**config.mk**
```make
export PLATFORM = sky130hd
export DESIGN_NAME = core_launch_controller
export DESIGN_NICKNAME = d
export VERILOG_FILES = /design/src/rtl/core_launch_controller.sv
export SDC_FILE = /design/constraint.sdc
export NUM_CORES = 1
export LEC_CHECK = 0
export CAP_MARGIN = 20
export CORE_UTILIZATION = 45
export CTS_CLUSTER_SIZE = 40
export DETAILED_ROUTE_END_ITERATION = 7
export GPL_TIMING_DRIVEN = 0
export PLACE_DENSITY = 0.72
export SLEW_MARGIN = 20
export SYNTH_ARGS = -nofsm -noshare
export SYNTH_HDL_FRONTEND = slang
export SYNTH_SLANG_ARGS = --single-unit
```
**constraint.sdc**
```tcl
create_clock -name clock_i -period 5.1 [get_ports clock_i]
set_input_delay 0.51 -clock clock_i [delete_from_list [all_inputs] [get_ports clock_i]]
set_output_delay 0.51 -clock clock_i [all_outputs]
set_load 0.01 [all_outputs]
```
**src/rtl/core_launch_controller.sv**
```systemverilog
// rtl/core_launch_controller.sv - launches a masked set of cores, tracks per-core completion, watchdog and cycle count
module core_launch_controller #(
  parameter int          NUM_CORES = 3,
  parameter int unsigned TIMEOUT   = 32'hFFFF,
  parameter int          CNT_W     = 16
) (
  input  logic                   clock_i,
  input  logic                   reset_i,
  input  logic                   start_i,
  input  logic [NUM_CORES-1:0]   core_mask_i,
  input  logic [NUM_CORES-1:0]   end_process_i,
  output logic [2*NUM_CORES-1:0] status_o,
  output logic                   busy_o,
  output logic                   done_o,
  output logic                   timeout_o,
  output logic [NUM_CORES-1:0]   finished_o,
  output logic [CNT_W-1:0]       cycle_count_o
);

  localparam logic [1:0]       ST_HOLD   = 2'b00;
  localparam logic [1:0]       ST_RUN    = 2'b01;
  localparam logic [1:0]       ST_STOP   = 2'b10;
  localparam logic [CNT_W-1:0] WDOG_LAST = CNT_W'(TIMEOUT - 1);

  typedef enum logic [1:0] {S_IDLE, S_LAUNCH, S_RUN, S_DONE} state_t;

  state_t                 state_q;
  logic [NUM_CORES-1:0]   mask_q;
  logic [NUM_CORES-1:0]   finished_q;
  logic [NUM_CORES-1:0]   finished_d;
  logic [CNT_W-1:0]       cycle_count_q;
  logic [CNT_W-1:0]       cycle_count_d;
  logic [2*NUM_CORES-1:0] status_q;
  logic                   done_q;
  logic                   timeout_q;
  logic                   all_done;
  logic [2*NUM_CORES-1:0] launch_status;
  logic [2*NUM_CORES-1:0] run_status;
  logic [2*NUM_CORES-1:0] stop_status;

  // finished_d includes completions arriving this cycle so the last one and DONE share an edge
  always_comb begin
    finished_d    = finished_q | (end_process_i & mask_q);
    all_done      = ((finished_d & mask_q) == mask_q);
    cycle_count_d = (cycle_count_q == '1) ? cycle_count_q : cycle_count_q + CNT_W'(1);
    launch_status = '0;
    run_status    = '0;
    stop_status   = '0;
    for (int i = 0; i < NUM_CORES; i++) begin
      launch_status[2*i +: 2] = core_mask_i[i] ? ST_RUN : ST_HOLD;
      run_status[2*i +: 2]    = !mask_q[i] ? ST_HOLD : (finished_d[i] ? ST_STOP : ST_RUN);
      stop_status[2*i +: 2]   = mask_q[i] ? ST_STOP : ST_HOLD;
    end
  end

  always_ff @(posedge clock_i) begin
    if (reset_i) begin
      state_q       <= S_IDLE;
      mask_q        <= '0;
      finished_q    <= '0;
      cycle_count_q <= '0;
      status_q      <= '0;
      done_q        <= 1'b0;
      timeout_q     <= 1'b0;
    end else begin
      case (state_q)
        S_IDLE: begin
          if (start_i) begin
            finished_q    <= '0;
            cycle_count_q <= '0;
            timeout_q     <= 1'b0;
            if (core_mask_i == '0) begin
              state_q  <= S_DONE;
              done_q   <= 1'b1;
              status_q <= '0;
            end else begin
              state_q  <= S_LAUNCH;
              mask_q   <= core_mask_i;
              status_q <= launch_status;
            end
          end
        end
        S_LAUNCH: begin
          state_q <= S_RUN;
        end
        S_RUN: begin
          finished_q    <= finished_d;
          cycle_count_q <= cycle_count_d;
          if (all_done) begin
            state_q  <= S_DONE;
            done_q   <= 1'b1;
            status_q <= stop_status;
          end else if (cycle_count_q == WDOG_LAST) begin
            state_q   <= S_DONE;
            done_q    <= 1'b1;
            timeout_q <= 1'b1;
            status_q  <= stop_status;
          end else begin
            status_q <= run_status;
          end
        end
        S_DONE: begin
          // wait for start to drop so a held start cannot relaunch
          if (!start_i) begin
            state_q   <= S_IDLE;
            done_q    <= 1'b0;
            timeout_q <= 1'b0;
            status_q  <= '0;
          end
        end
        default: state_q <= S_IDLE;
      endcase
    end
  end

  assign busy_o        = (state_q == S_LAUNCH) || (state_q == S_RUN);
  assign done_o        = done_q;
  assign timeout_o     = timeout_q;
  assign status_o      = status_q;
  assign finished_o    = finished_q;
  assign cycle_count_o = cycle_count_q;

endmodule

```
==> flow_summary.ini <==
[worst_setup_path]
cp-startpoint = state_q[0]
critPathKind = reg -> reg
cp-endpoint = cycle_count_o[11]
critPathArrivalTime_ns = 2.39
critPathLaunchType = flip-flop
rrSetupSlack_ns = 2.86
cp-end-kind = flip-flop
r2r_cells = 8
reg2reg_from = state_q[0]
timing.rr.end = cycle_count_o[11]
worst-path-max-fanout = 10
worst_ep_required_time_ns = 5.26

[synthesis]
synth_fp_nets = 212
ys_seq_elements = 32
yosys-mux-area-fraction_pct = 4.145
yosysTopAreaCellShare_pct = 37.90
synth_top_area_cell = dfxtp_1
yosysSeqAreaShare_pct = 37.90
synth_area_leaders = dfxtp_1 38%, nor2_1 6.2%, ha_1 4.4%
synth_compound_area_share_pct = 17.17
synth-xor-area-share_pct = 4.663
ys_async_sr_fraction_pct = 0
synthCells = 197
yosys.area_share.simple_pct = 28.42
ys_types = 47
syn_area_sq_um = 1690
syn_avg_cell_area_sq_um = 8.581
synth_edf_count = 0
synth_top_family_by_area = simple AND/OR/NAND/NOR gates
synth_fa_ha_area_share_pct = 4.441
ys.flop_type = dfxtp_1
yosysWarnings = 0

[grt]
grtUsageMet1_pct = 28.21
met3_usage_pct = 4.891
grt_pass1_wl_um = 6368
grt_usage_pct = 20.48
grtUsageMet2_pct = 31.59
gr-total-overflow = 0
grt_pass1_vias = 1373
antenna_found_initial = 0
grt_max_degree = 11
grt_busiest_layer = met2

[placed_design]
place_hpwl_um = 2777
dpl.cell_count = 278
gp_congestion = 0.8043
port_buffers = 35

[timing]
setup_viol = 0
hold_viol = 0
worst_clock_skew_ns = 0.003167
relSlewSlack_pct = 67.30
slew_violations = 0
worst_slew_pin_slew_ns = 0.4781
fin_setup_tns_ns = 0
clock.fmax_ghz = 0.4466
rsz0062_at_grt = false
layout_min_cycle_time_ns = 2.239
period_share_pct = 43.91

[clock_tree]
cts_inserted_buffers = 5
cts_tree = done
postCtsHoldBufs = 0
post-cts-setup-buffers = 0
ctsResizeCount = 0
numClockSinks = 32
htreeDepth = 2
path_clk_slew_ns = 0.06
cts_root_buffer = clkbuf_8
clockBufferDepth = 2
clk-insertion-delay-late_ns = 0.28

[routing]
viasPerCell = 5.615
antenna_left = 0
vias = 1589
drt-total-wl_um = 3882
drt_first_iter_violations = 84
drt-pass1-iter-count = 4
routedWlPerCell_um = 13.72
drc = 0

[pwr]
p_leak_nw = 0.7766
ir_worst_vdd_mv = 0.1834
p_per_area_nw_per_um2 = 353.6

[floorplan]
fp.dieH_um = 63.29
placementRows = 21
die_w_um = 63.29
coreArea_sq_um = 3468
start_util_pct = 48.74
ioPinCount = 37
fp.dieArea_sq_um = 4006

[finish]
drive_gt1_share_pct = 7.595
fillers = 337
fin_util_pct = 62.48
final_cell_mix = 35 x clkdlybuf4s50_1, 32 x dfxtp_1, 28 x nor2_1, 16 x nand2_1, 12 x a21oi_1
final_common_cell = clkdlybuf4s50_1
area_delta_synth_final_pct = 28.20
final_cells = 283
nNetsFinal = 254
seq_area_sq_um = 640.6
diodes = 0
multiInputGateArea_sq_um = 994.7

[worst_hold_path]
hold_class = reg -> reg

[run_status]
status = complete, no violations

[flow_run]
drv_cap = 0
registers in the layout, indices dropped and copies added, names as in the netlist:
register	flops
status_o	6
finished_o	3
cycle_count_o	16
state_q	2
done_o	1
mask_q	3
timeout_o	1
synthesized netlist by cell type, types with 3 or more instances:
| cell | count |
|---|---|
| and2_1 | 3 |
| nor2b_1 | 3 |
| a32oi_1 | 5 |
| inv_1 | 5 |
| nand4b_1 | 3 |
| clkbuf_1 | 4 |
| and3_1 | 3 |
| nand2b_1 | 3 |
| nand2_1 | 16 |
| nor3_1 | 7 |
| mux2_2 | 4 |
| xnor2_1 | 7 |
| ha_1 | 6 |
| a21oi_1 | 12 |
| or3_1 | 3 |
| dfxtp_1 | 32 |
| o21ai_0 | 4 |
| a21o_1 | 3 |
| nor2_1 | 28 |
| nand3_1 | 5 |
| nand4_1 | 7 |
worst min-delay path by stage:
stage,endpoint,slack [ns],startpoint,depth (start not counted)
2_1_floorplan,mask_q[2],0.48,mask_q[2],2
3_3_place_gp,status_o[3],0.44,status_o[3],1
3_5_place_dp,status_o[3],0.45,status_o[3],1
4_1_cts,status_o[3],0.46,status_o[3],1
5_1_grt,status_o[1],0.48,status_o[1],1
6_report,status_o[3],0.45,status_o[3],1
logic make-up after synthesis:
group,count (synthesis)
fa+ha+maj,6
mux,6
simple gates,89
buf+inv,13
flops,32
compound gates,42
xor+xnor,9
report_power, final:
group / switching (W) / internal [W]
registers: 0.0000194 / 0.000275
logic: 0.000170 / 0.000129
clock network: 0.0000847 / 0.0000878
critical path: stages, from the launching register on:
cell and delay, ns:
dfxtp_1 0.37, inv_1 0.09, ha_1 0.19, buf_2 0.18, nand3b_1 0.32, or4b_2 0.64, nand4_1 0.13, xor2_1 0.15
nor2_1 0.05
per-layer routing:
metal | share of wire (%) | routed length (um)
met3 | 4.0 | 155
met1 | 50 | 1954
met5 | 0 | 0
met2 | 44 | 1719
met4 | 1.4 | 53
metrics by stage:
stage / setup slack, ns / power (W) / instance area (sq um) / hold slack (ns)
finish: 2.861 / 0.0007663 / 2167 / 0.4532
global route: 2.744 / 0.0008212 / 2167 / 0.4767
CTS: 2.852 / 0.0007700 / 2167 / 0.4599
detailed placement: 2.760 / 0.0005943 / 2098 / 0.4461
global placement: 2.754 / 0.0005921 / 2098 / 0.4403
floorplan: 3.073 / 0.0004980 / 1690 / 0.4753
cell type report:
cell class / count / share of cell area [%]
inverter: 5 / 0.8661
buffer: 8 / 1.674
sequential: 32 / 29.56
clock buffer: 5 / 3.176
multi-input combinational: 152 / 45.90
tap: 46 / 2.656
timing repair buffer: 35 / 16.17
Power figures use the tool's default switching activity.
